===== config.mk =====
export PLATFORM = sky130hd
export DESIGN_NAME = flash_spi_shifter_flat
export DESIGN_NICKNAME = d
export VERILOG_FILES = /design/src/rtl/flash_pkg.sv /design/src/rtl/flash_spi_shifter_if.sv /design/src/rtl/flash_spi_shifter.sv /design/src/flat_wrapper.sv
export SDC_FILE = /design/constraint.sdc
export NUM_CORES = 1
export LEC_CHECK = 0
export ABC_AREA = 1
export BUFFER_PORTS_ARGS = -buffer_cell sky130_fd_sc_hd__clkbuf_2
export CORE_ASPECT_RATIO = 0.9
export CORE_MARGIN = 2
export CORE_UTILIZATION = 49
export DETAILED_ROUTE_END_ITERATION = 10
export GPL_TIMING_DRIVEN = 0
export PLACE_DENSITY_LB_ADDON = 0.1
export SYNTH_ARGS = -nofsm -noshare
export SYNTH_HDL_FRONTEND = slang
export SYNTH_SLANG_ARGS = --single-unit

===== constraint.sdc =====
create_clock -name CLK -period 1.55 [get_ports CLK]
set_input_delay 0.155 -clock CLK [delete_from_list [all_inputs] [get_ports CLK]]
set_output_delay 0.155 -clock CLK [all_outputs]
set_load 0.02 [all_outputs]

===== src/rtl/flash_pkg.sv =====
// Shared constants for the configuration-flash SPI engine.
// State encoding, default FCK divider and byte width.
package flash_pkg;

  localparam int BYTE_W = 8;
  localparam int CLKDIV_DEFAULT = 2;

  typedef enum logic [1:0] {
    IDLE = 2'd0,
    LOW  = 2'd1,
    HIGH = 2'd2
  } state_t;

endpackage


===== src/rtl/flash_spi_shifter_if.sv =====
// Host/flash signal bundle for flash_spi_shifter.
// master = host side driving requests, slave = shifter.
interface flash_spi_shifter_if;
  import flash_pkg::*;

  logic              enable;
  logic              start;
  logic [BYTE_W-1:0] txdata;
  logic [BYTE_W-1:0] rxdata;
  logic              busy;
  logic              done;
  logic              si;
  logic              so;
  logic              fck;
  logic              fcs;

  modport master (
    output enable, start, txdata, si,
    input  rxdata, busy, done, so, fck, fcs
  );

  modport slave (
    input  enable, start, txdata, si,
    output rxdata, busy, done, so, fck, fcs
  );

endinterface


===== src/rtl/flash_spi_shifter.sv =====
// Byte-serial SPI mode-0 master for the configuration flash.
// Shifts TXDATA out MSB-first on SO/FCK, captures SI into RXDATA.
module flash_spi_shifter
  import flash_pkg::*;
#(
  parameter int CLKDIV = CLKDIV_DEFAULT
) (
  input  logic CLK,
  input  logic RESET,
  flash_spi_shifter_if.slave bus
);

  localparam int DW = $clog2(CLKDIV + 1);
  localparam logic [DW-1:0] DIV_LAST = DW'(CLKDIV - 1);

  state_t            state;
  logic [DW-1:0]     div;
  logic [2:0]        bit_cnt;
  logic [BYTE_W-1:0] sr;

  logic div_end;
  logic load;

  assign div_end = (div == DIV_LAST);
  assign load    = bus.start && bus.enable;

  always_ff @(posedge CLK) begin
    if (RESET) begin
      state      <= IDLE;
      div        <= '0;
      bit_cnt    <= '0;
      sr         <= '0;
      bus.fck    <= 1'b0;
      bus.so     <= 1'b0;
      bus.fcs    <= 1'b1;
      bus.busy   <= 1'b0;
      bus.done   <= 1'b0;
      bus.rxdata <= '0;
    end else begin
      bus.fcs  <= ~bus.enable;
      bus.done <= 1'b0;
      case (state)
        IDLE: begin
          bus.fck <= 1'b0;
          if (load) begin
            sr       <= bus.txdata;
            bus.so   <= bus.txdata[BYTE_W-1];
            bit_cnt  <= '0;
            div      <= '0;
            bus.busy <= 1'b1;
            state    <= LOW;
          end
        end
        LOW: begin
          if (!bus.enable) begin
            state    <= IDLE;
            div      <= '0;
            bus.fck  <= 1'b0;
            bus.busy <= 1'b0;
          end else if (div_end) begin
            div     <= '0;
            bus.fck <= 1'b1;
            sr      <= {sr[BYTE_W-2:0], bus.si};
            state   <= HIGH;
          end else begin
            div <= div + 1'b1;
          end
        end
        HIGH: begin
          if (!bus.enable) begin
            state    <= IDLE;
            div      <= '0;
            bus.fck  <= 1'b0;
            bus.busy <= 1'b0;
          end else if (div_end) begin
            div     <= '0;
            bus.fck <= 1'b0;
            if (bit_cnt == 3'd7) begin
              bus.rxdata <= sr;
              bus.done   <= 1'b1;
              // a start landing on the final edge chains the next byte
              if (bus.start) begin
                sr      <= bus.txdata;
                bus.so  <= bus.txdata[BYTE_W-1];
                bit_cnt <= '0;
                state   <= LOW;
              end else begin
                bus.busy <= 1'b0;
                state    <= IDLE;
              end
            end else begin
              bit_cnt <= bit_cnt + 3'd1;
              bus.so  <= sr[BYTE_W-1];
              state   <= LOW;
            end
          end else begin
            div <= div + 1'b1;
          end
        end
        default: begin
          state    <= IDLE;
          bus.fck  <= 1'b0;
          bus.busy <= 1'b0;
        end
      endcase
    end
  end

endmodule


===== src/flat_wrapper.sv =====
// flat-port wrapper written by rule: the top's interface ports become plain ports
module flash_spi_shifter_flat import flash_pkg::*;
#(
  parameter int CLKDIV = CLKDIV_DEFAULT
)
  (CLK, RESET, bus_enable, bus_start, bus_txdata, bus_si, bus_rxdata, bus_busy, bus_done, bus_so, bus_fck, bus_fcs);
  flash_spi_shifter_if bus_i ();
  input  logic CLK;
  input  logic RESET;
  input wire logic [$bits(bus_i.enable)-1:0] bus_enable;
  input wire logic [$bits(bus_i.start)-1:0] bus_start;
  input wire logic [$bits(bus_i.txdata)-1:0] bus_txdata;
  input wire logic [$bits(bus_i.si)-1:0] bus_si;
  output wire logic [$bits(bus_i.rxdata)-1:0] bus_rxdata;
  output wire logic [$bits(bus_i.busy)-1:0] bus_busy;
  output wire logic [$bits(bus_i.done)-1:0] bus_done;
  output wire logic [$bits(bus_i.so)-1:0] bus_so;
  output wire logic [$bits(bus_i.fck)-1:0] bus_fck;
  output wire logic [$bits(bus_i.fcs)-1:0] bus_fcs;
  assign bus_i.enable = bus_enable;
  assign bus_i.start = bus_start;
  assign bus_i.txdata = bus_txdata;
  assign bus_i.si = bus_si;
  assign bus_rxdata = bus_i.rxdata;
  assign bus_busy = bus_i.busy;
  assign bus_done = bus_i.done;
  assign bus_so = bus_i.so;
  assign bus_fck = bus_i.fck;
  assign bus_fcs = bus_i.fcs;
  flash_spi_shifter #(.CLKDIV(CLKDIV)) u_core (.CLK(CLK), .RESET(RESET), .bus(bus_i));
endmodule

# After elaboration in Yosys (flattened, before gate mapping)
# Cells that the tools add are included.
[word_totals] reg_bits=28 in_bits=13 output_inout_bits=13 elab_cells=91
[classes] addsub=2 n_eq_ne=17 muxes=45 bitwise=3 reduce_logical=14
[ops] operator="8-bit two-way mux" n=7
[ops] operator="8-bit one-hot mux with 3 select lines" n=1
[ops] operator="1-bit two-way mux" n=18
[ops] operator="2-bit two-way mux" n=8
[ops] operator="3-bit two-way mux" n=5
[ops] operator="5-bit AND reduction" n=2
[ops] operator="3-bit by 2-bit inequality test with 1-bit output (second input constant)" n=3
[ops] operator="2-bit by 1-bit inequality test with 1-bit output (second input constant)" n=4
[ops] operator="2-bit inequality test (second input constant)" n=4
[ops] operator="8-bit AND reduction" n=1
[ops] operator="3-bit inequality test (second input constant)" n=2
[ops] operator="2-bit one-hot mux with 3 select lines" n=1
[ops] operator="3-bit one-hot mux with 2 select lines" n=1
[ops] operator="2-bit by 1-bit == test with 1-bit output (second input constant)" n=2
[ops] operator="1-bit one-hot mux with 2 select lines" n=2
[ops] operator="2-bit one-hot mux with 2 select lines" n=1
[ops] operator="2-bit AND reduction" n=2
[ops] operator="4-bit AND reduction" n=1
[ops] operator="2-bit nonzero test" n=2
[ops] operator="4-bit OR reduction" n=1
[ops] operator="3-bit by 1-bit adder with 3-bit output (second input constant)" n=1
[ops] operator="3-bit == test (second input constant)" n=1
[ops] operator="1-bit inverter" n=3
[ops] operator="1-bit one-hot mux with 3 select lines" n=1
[ops] operator="7 further kinds" n=7

# Depth between registers and ports, before layout
# Gate-level depths: netlist of the first run.
[logic_depth] word_depth=5 ltp_mapped=12 ltp_nobuf=10

# Least setup slack after synthesis of the first run
# Ideal clock, no wire load.
[synth_timing] path_type="register to register" start="reg u_core.bit_cnt[0]" end="reg u_core.bit_cnt[0]" setup_time_ns=0.115 arrival_time_ns=1.421 required_ns=1.435 path_slack_ns=0.014 path_stages_with_launch=9 n_path_buf=0 period_less_slack_ns=1.536 path_cell_list="dfxtp_1 -> ha_1 -> ha_1 -> inv_1 -> nor2_1 -> o21ai_1 -> nand3_1 -> nand2_1 -> nor2_1"
[synth_between] elab_chain_cells=5 elab_cells_between_ends=8 classes_between="add/sub: 1; eq/ne: 2; mux: 4; reduce/logical: 1"
[synth_rtl] element="start: declaration" line_no="flash_spi_shifter.sv:18" source="logic [2:0] bit_cnt;"
[synth_rtl] element="start signal: assignment" line_no="flash_spi_shifter.sv:92" source="bit_cnt <= bit_cnt + 3'd1;"
[synth_rtl] element="3-bit by 1-bit adder with 3-bit output / 3-bit == test (equally long branches)" line_no="flash_spi_shifter.sv:92, flash_spi_shifter.sv:78"
[synth_rtl] element="3-bit two-way mux" line_no="flash_spi_shifter.sv:78" source="if (bit_cnt == 3'd7) begin"
[synth_rtl] element="3-bit two-way mux" line_no="flash_spi_shifter.sv:75" source="end else if (div_end) begin"
[synth_rtl] element="3-bit two-way mux" line_no="flash_spi_shifter.sv:70" source="if (!bus.enable) begin"
[synth_rtl] element="3-bit one-hot mux with 2 select lines" line_no="flash_spi_shifter.sv:42" source="case (state)"
# Several ways; a longest one is shown, not always the timed one. The select of a mux whose other input is x is not followed.
# A chain may end at the register's enable or synchronous reset.

# Worst setup path after layout of the first run
[layout_timing] start="reg u_core.state[0]" end="reg u_core.sr[7]"
[layout_between] elab_chain_cells=3 elab_cells_between_ends=13 classes_between="eq/ne: 9; mux: 1; reduce/logical: 3"
[layout_rtl] element="start: declaration" line_no="flash_spi_shifter.sv:16" source="state_t state;"
[layout_rtl] element="start signal: assignment" line_no="flash_spi_shifter.sv:29" source="state <= IDLE;"
[layout_rtl] element="start signal: assignment" line_no="flash_spi_shifter.sv:51" source="state <= LOW;"
[layout_rtl] element="start signal: assignment" line_no="flash_spi_shifter.sv:56" source="state <= IDLE;"
[layout_rtl] element="2-bit == test, or another cell as far along" line_no="flash_spi_shifter.sv:42"
[layout_rtl] element="2-bit by 1-bit inequality test with 1-bit output (no line), or another cell as far along"
[layout_rtl] element="8-bit AND reduction (no line)"
[layout_rtl] element="end signal: assignment" line_no="flash_spi_shifter.sv:46" source="sr <= bus.txdata;"
[layout_rtl] element="end signal: assignment" line_no="flash_spi_shifter.sv:63" source="sr <= {sr[BYTE_W-2:0], bus.si};"
[layout_rtl] element="end signal: assignment" line_no="flash_spi_shifter.sv:83" source="sr <= bus.txdata;"
[layout_rtl] element="end: declaration" line_no="flash_spi_shifter.sv:19" source="logic [BYTE_W-1:0] sr;"
# Several ways; a longest one is shown, not always the timed one.

==> results of run 1 <==
## through the flow
step	hold WS (ns)	power [mW]	instance area, um2	std cells	util
floorplan	0.2241	1.236	1425	197	-
global placement	0.4247	1.346	1600	262	0.5824
detailed placement	0.4388	1.365	1600	262	0.5824
CTS	0.06204	1.729	1739	273	0.6330
global route	0.08032	1.918	1859	277	0.6767
finish	0.07315	1.797	1859	277	0.6767
## cells in the final DEF, fill, tap and decap left out, types with 2 or more instances in the layout
cell type,count
a21boi_0,8
a21oi_1,16
buf_4,9
buf_6,4
clkbuf_1,2
clkbuf_2,25
clkbuf_4,3
dfxtp_1,24
dfxtp_2,3
ha_4,5
inv_1,9
inv_2,5
nand2_1,35
nand2_2,6
nand2_4,2
nand3_1,18
nand3b_1,2
nor2_1,33
nor2_4,2
o21ai_0,10
## routing by layer
| layer | vias up | wire length (um) | share of wire | global-route usage |
|---|---|---|---|---|
| met5 | - | 0 | 0 | 0 |
| met3 | 7 | 191 | 0.055 | 0.06047 |
| li1 | 728 | - | - | - |
| met2 | 36 | 1596 | 0.46 | 0.3369 |
| met1 | 647 | 1671 | 0.48 | 0.3078 |
| met4 | 0 | 38 | 0.011 | 0.05072 |
## repair_timing
action / in CTS / in global routing
hold buffers: 0 / 0
cloned: 2 / 1
pin swaps: 4 / 6
setup endpoints to repair: 20 / 23
gates resized for setup: 18 / 23
setup buffers: 6 / 4
## power by group
group / internal [mW] / total, mW / switching [mW]
Clock: 0.0914 / 0.305 / 0.214
Sequential: 0.798 / 0.872 / 0.0735
Combinational: 0.265 / 0.620 / 0.356
Total: 1.15 / 1.80 / 0.643
## path summary, 6_finish.rpt
kind | slack (ns) | from | endpoint
max | 0.06 | u_core.state[0]$_SDFFE_PP0P_ | u_core.sr[7]$_SDFFE_PP0P_
max reg2reg | 0.06 | u_core.state[0]$_SDFFE_PP0P_ | u_core.sr[7]$_SDFFE_PP0P_
min | 0.07 | RESET | u_core.state[0]$_SDFFE_PP0P_
min reg2reg | 0.50 | u_core.bus.fck$_SDFFE_PP0P_ | u_core.bus.fck$_SDFFE_PP0P_
## cell families after synthesis
| family | Yosys count | synth area share |
|---|---|---|
| and+or+nand+nor | 103 | 0.3266 |
| DFF | 28 | 0.3933 |
| adders and majority gates | 7 | 0.06145 |
| buffers and inverters | 21 | 0.06672 |
| AOI/OAI and AO/OA | 38 | 0.1519 |
## flip-flops by register name, indices dropped and copies added (netlist names)
name / cells
u_core.state: 2
u_core.div: 2
u_core.bus.rxdata: 8
u_core.bus.so: 1
u_core.bus.done: 1
u_core.bus.fcs: 1
u_core.bus.busy: 1
u_core.bus.fck: 1
u_core.bit_cnt: 3
u_core.sr: 8
## cell type report
class	instances	area, um2
Fill cell	240	888.4
Sequential cell	28	568.0
Timing Repair inverter	1	7.507
Multi-Input combinational cell	148	882.1
Clock buffer	3	22.52
Inverter	15	58.81
Tap cell	40	50.05
Timing Repair Buffer	37	229.0
Buffer	5	41.29
==> run metrics, run 1 <==
status=complete, no violations; area of the core=2748 um2; crit-path cells=inv_2 -> ha_4 -> inv_2 -> nand2_2 -> nand2_2 -> nand2_4 -> nor2_8 -> buf_6 -> nand3_1 -> nand2_1 -> nor2_1; Port Buffers=25; Vias=1,418; Starting DRT DRC Count=78; setup violators final=0; Slew Limit Headroom=0.6997; antenna-violating nets left=0; count leader, synth=nand2_1; global placer's final weighted congestion=0.8519; largest net degree at the start of global routing=15; Worst EP required=1.80 ns; vias in the first global route=1,237; Slowest cell on crit path=dfxtp_2; Hold/Removal Path Class=in -> reg; row count=18; Worst-Margin Slew=0.4504 ns; power per cell area=966.8 nW/um2; CP Buf/Inv Count=3; Worst Skew=0.01280 ns; syn_nets=217; Tmin final=1.492 ns; VDD IR-drop max=0.0005828 V; CTS Buffer Depth=2; P&R area growth vs syn=30.47%; Crit Path Class=reg -> reg; CTS clk-pin slew, worst paths=0.15 ns; worst reg2reg path depth=11; H-tree depth=1; global-route usage over all layers=0.2198; synthesized cell area=1425 um2; worst skew pair latency=0.34 ns; Chip Height=55.16 um; unique cell type count in the Yosys netlist=25; setup TNS=0 ns; I/O pin count=26; setup ws final=0.05811 ns; synthesized instance count=197; #FFs+latches synth=28; area leader, netlist=dfxtp_1; post-detail-place hpwl=2358 um; initial core utilization=0.5187; fmax=670.3 MHz; CP Max Fanout=8; max cap viols=0; Post-synth top cells=nand2_1, nor2_1, dfxtp_1; Tcrit/Tclk final=0.9625; Final Hold Fails=0; DP Worst Slack=-0.2596 ns; chip width=60.85 um; Synth top area share=0.3933; TritonCTS Sinks=28; worst hold stages=2; asr flop ratio synth=0; synth warn=0; Routed WL=3497 um; CTS tree=done; total die area=3356 um2; CP Data Arrival Time=1.74 ns; Nets=259; CTS Buf Count=3; initial antenna violation count=0; gr ovfl total=0; unrepaired setup endpoints after global routing=yes; share of cells above drive strength 1=0.3207; sequential-to-total area share from yosys stat=0.3933; leak pwr=0.8704 nW; root buf cell=clkbuf_4; Synth Flop Type=dfxtp_1; n_diodes=0; Post-synth EDFFs=0; Slew Limit Fails=0; global-route wire length before repair=5492 um; per-cell routed wire length=12.62 um; DR vias/cell=5.119; Crit path largest cell delay=0.40 ns; drc violations=0; startpoint types=register; ranking of synthesized cells by area=dfxtp_1, nand2_1, nor2_1; Setup crit end kind=register; CP top delay family=simple AND/OR/NAND/NOR gates; mean post-synth cell area=7.234 um2; TritonRoute pass-1 iters=4; path length in cells of the critical path=11
Note: power is estimated with default switching activity, not from simulation.
==> run 2: changes to the inputs <==
--- a/config.mk
+++ b/config.mk
@@ -5,7 +5,6 @@
 export SDC_FILE = /design/constraint.sdc
 export NUM_CORES = 1
 export LEC_CHECK = 0
-export ABC_AREA = 1
 export BUFFER_PORTS_ARGS = -buffer_cell sky130_fd_sc_hd__clkbuf_2
 export CORE_ASPECT_RATIO = 0.9
 export CORE_MARGIN = 2
==> run 2 against run 1 <==
  * Utilization decreased by 0.19 points
  * Sequential share of layout area down 0.16 points
  * Critical path depth fell by 5
  * Register-to-register slack got worse by 0.11 ns
  * The flow now finishes with violations (setup timing)
  * Total power down 14%
  * First-iteration DRC count is 15% lower
  * Hold slack got worse by 0.023 ns
  * Critical endpoint is now u_core.bit_cnt[1]$_SDFFE_PP0P_
  * Non-clock buffer count up 4
  * Design area rose by 0.54%
  * Combinational power decreased by 34%
  * Largest power group unchanged
==> run metrics, run 2 <==
global placer's final weighted congestion=0.7561 (-11%); Worst-Margin Slew=0.5386 ns (+0.08825 ns); H-tree depth=1 (unchanged); CP Buf/Inv Count=0 (-3); CP top delay family=simple AND/OR/NAND/NOR gates; Pwr Total=1.554 mW (-14%); Hold/Removal Path Class=in -> reg; leak pwr=0.8305 nW (-4.6%); sequential share of power=0.508 (+0.023); global-route wire length before repair=5168 um (-5.9%); Worst Skew=0.01002 ns (-0.002779 ns); n_diodes=0 (unchanged); Nets=205 (-21%); Post-Synth Simple-Gate Area=0.1386 (-0.1880); per-cell routed wire length=14.38 um (+14%); CTS Buffer Depth=2 (unchanged); fmax=623.8 MHz (-6.9%); vias in the first global route=1,134 (-8.3%); Vias=1,215 (-14%); unique cell type count in the Yosys netlist=34 (+36%); largest net degree at the start of global routing=16 (+1); asr flop ratio synth=0 (unchanged); startpoint types=register; area leader, netlist=dfxtp_1; Worst EP required=1.84 ns (+0.04 ns); Post-synth top cells=dfxtp_1, mux2i_1, a21oi_1; initial core utilization=0.5181 (-0.0006038); synthesized instance count=144 (-27%); Synth top area share=0.3906 (-0.002743); DR vias/cell=5.424 (+6.0%); gr ovfl total=0 (unchanged); area of the core=2770 um2 (+0.82%); Port Buffers=24 (-4.0%); Switch Pwr=448.6 uW (-30%); initial antenna violation count=0 (unchanged); Sw Share=0.2886 (-0.06915); Synth Area in Compound Gates=0.1779 (+0.02597); CP Data Arrival Time=1.89 ns (+0.15 ns); status=finished, violations left; ranking of synthesized cells by area=dfxtp_1, mux2i_1, ha_1; main combinational cell family by area after synthesis=compound AO/OA/AOI/OAI gates; Layout fillers=233 (-2.9%); sequential-to-total area share from yosys stat=0.3906 (-0.002743); Slowest cell on crit path=or4_4; logic gate share of total power=0.264 (-0.081); P&R area growth vs syn=30.25%; CP Max Fanout=5 (-3); synthesized cell area=1435 um2 (+0.70%); CTS Buf Count=3 (unchanged); Post-Synth XOR/XNOR Area=0 (unchanged); CTS clk-pin slew, worst paths=0.15 ns (about the same); setup violators final=3 (+3); Tcrit/Tclk final=1.034 (+0.07178); drc violations=0 (unchanged); mux share of post-synthesis cell area=0.1430 (+0.1430); antenna-violating nets left=0 (unchanged); total die area=3378 um2 (+0.66%); syn_nets=164 (-24%); Crit Path Class=reg -> reg; TritonRoute pass-1 iters=5 (+1); Slew Limit Fails=0 (unchanged); chip width=61.05 um (+0.33%); power per cell area=831.4 nW/um2 (-14%); unrepaired setup endpoints after global routing=yes; synth warn=0 (unchanged); Crit path largest cell delay=0.54 ns (+0.14 ns); mean post-synth cell area=9.966 um2 (+38%); most frequent cells in the layout=clkbuf_2, dfxtp_1, mux2i_1; share of total power in the clock network=0.228 (+0.058); Post-synth EDFFs=0 (unchanged); worst skew pair latency=0.33 ns (about the same); largest registers=u_core.bus.rxdata x8, u_core.sr x8, u_core.bit_cnt x3; internal power=1.106 mW (-4.2%); DP Worst Slack=-0.2480 ns (+0.01152 ns); Starting DRT DRC Count=66 (-15%); row count=18 (unchanged); failing checks=setup timing; setup ws final=-0.05316 ns (-0.1113 ns); Chip Height=55.34 um (+0.33%); post-detail-place hpwl=2162 um (-8.3%); Synth Flop Type=dfxtp_1; #FFs+latches synth=28 (unchanged); global-route usage over all layers=0.1987 (-0.02105); Synth Area in Adders=0.06103 (-0.0004286); count leader, synth=dfxtp_1; root buf cell=clkbuf_4; Final Hold Fails=0 (unchanged); CTS tree=done; VDD IR-drop max=0.0007838 V (+34%); crit-path cells=ha_2 -> ha_4 -> nand2b_4 -> a21boi_4 -> or4_4 -> a21oi_2; max cap viols=0 (unchanged); Setup crit end kind=register; share of cells above drive strength 1=0.4239 (+0.1032); Slew Limit Headroom=0.6409 (-0.05883); I/O pin count=26 (unchanged); Routed WL=3221 um (-7.9%); TritonCTS Sinks=28 (unchanged); hold_ws=0.04975 ns (-0.02339 ns); setup TNS=-0.08183 ns (-0.08183 ns); Tmin final=1.603 ns (+0.1113 ns)
run 2: cell count changes after synthesis, sizes merged, moves of 3 or more:
cell / delta
inv: -10
nand2b: +3
a311oi: +9
a21boi: -7
nand2: -36
o21ai: -7
nor2: -22
nand3: -16
mux2i: +19
run 2: worst register-to-register path: stages, from the launching register on:
cell      delay (ns)
dfxtp_2         0.35
ha_2            0.20
ha_4            0.18
nand2b_4        0.08
a21boi_4        0.07
or4_4           0.54
a21oi_2         0.13
run 2: area by class of cell:
class | instances | area, um2 | area share
Buffer | 10 | 123.9 | 0.06627
Clock buffer | 4 | 36.28 | 0.01941
Inverter | 5 | 21.27 | 0.01138
Multi-Input combinational cell | 101 | 864.6 | 0.4625
Sequential cell | 28 | 568.0 | 0.3039
Tap cell | 40 | 50.05 | 0.02677
Timing Repair Buffer | 36 | 205.2 | 0.1098
run 2: per-layer routing:
layer / GRT usage / part of all wire / vias to the layer above
met1: 0.2779 / 0.47 / 578
met2: 0.3100 / 0.50 / 26
met3: 0.04215 / 0.029 / 6
met4: 0.04348 / 0.0068 / 0
met5: 0 / 0 / -
li1: - / - / 605
run 2: path summary, 6_finish.rpt:
check / depth (start not counted) / endpoint / slack [ns] / startpoint
worst max register to register: 6 / u_core.bit_cnt[1]$_SDFFE_PP0P_ / -0.05 / u_core.bit_cnt[0]$_SDFFE_PP0P_
worst min-delay path: 2 / u_core.bus.so$_SDFFE_PP0P_ / 0.05 / RESET
worst min register to register: 2 / u_core.bus.fck$_SDFFE_PP0P_ / 0.48 / u_core.bus.fck$_SDFFE_PP0P_
worst max-delay path: 6 / u_core.bit_cnt[1]$_SDFFE_PP0P_ / -0.05 / u_core.bit_cnt[0]$_SDFFE_PP0P_
run 2: power groups by stage:
stage | clock, mW | combinational [mW] | sequential (mW)
CTS | 0.367 | 0.388 | 0.790
finish | 0.355 | 0.410 | 0.789
detailed placement | 0 | 0.336 | 0.809
floorplan | 0 | 0.254 | 0.810
global route | 0.401 | 0.444 | 0.796
global placement | 0 | 0.330 | 0.806
run 2: cells by family after synthesis:
logic type      count (synthesis)
simple gates                   38
compound gates                 36
flops                          28
buf+inv                        15
fa+ha+maj                       7
mux                            20
run 2: stage by stage:
step,cells,area [um2],util
6_report,224,1869,0.6748
5_1_grt,224,1869,0.6748
4_1_cts,224,1785,0.6445
3_5_place_dp,208,1633,0.5894
3_3_place_gp,208,1633,0.5894
2_1_floorplan,144,1463,-
run 2: repair_timing:
action	CTS	global route
setup buffers	10	0
pin swaps	10	8
resized for setup	12	16
cloned	2	0
hold buffers	0	0
endpoints found under the setup margin	20	20
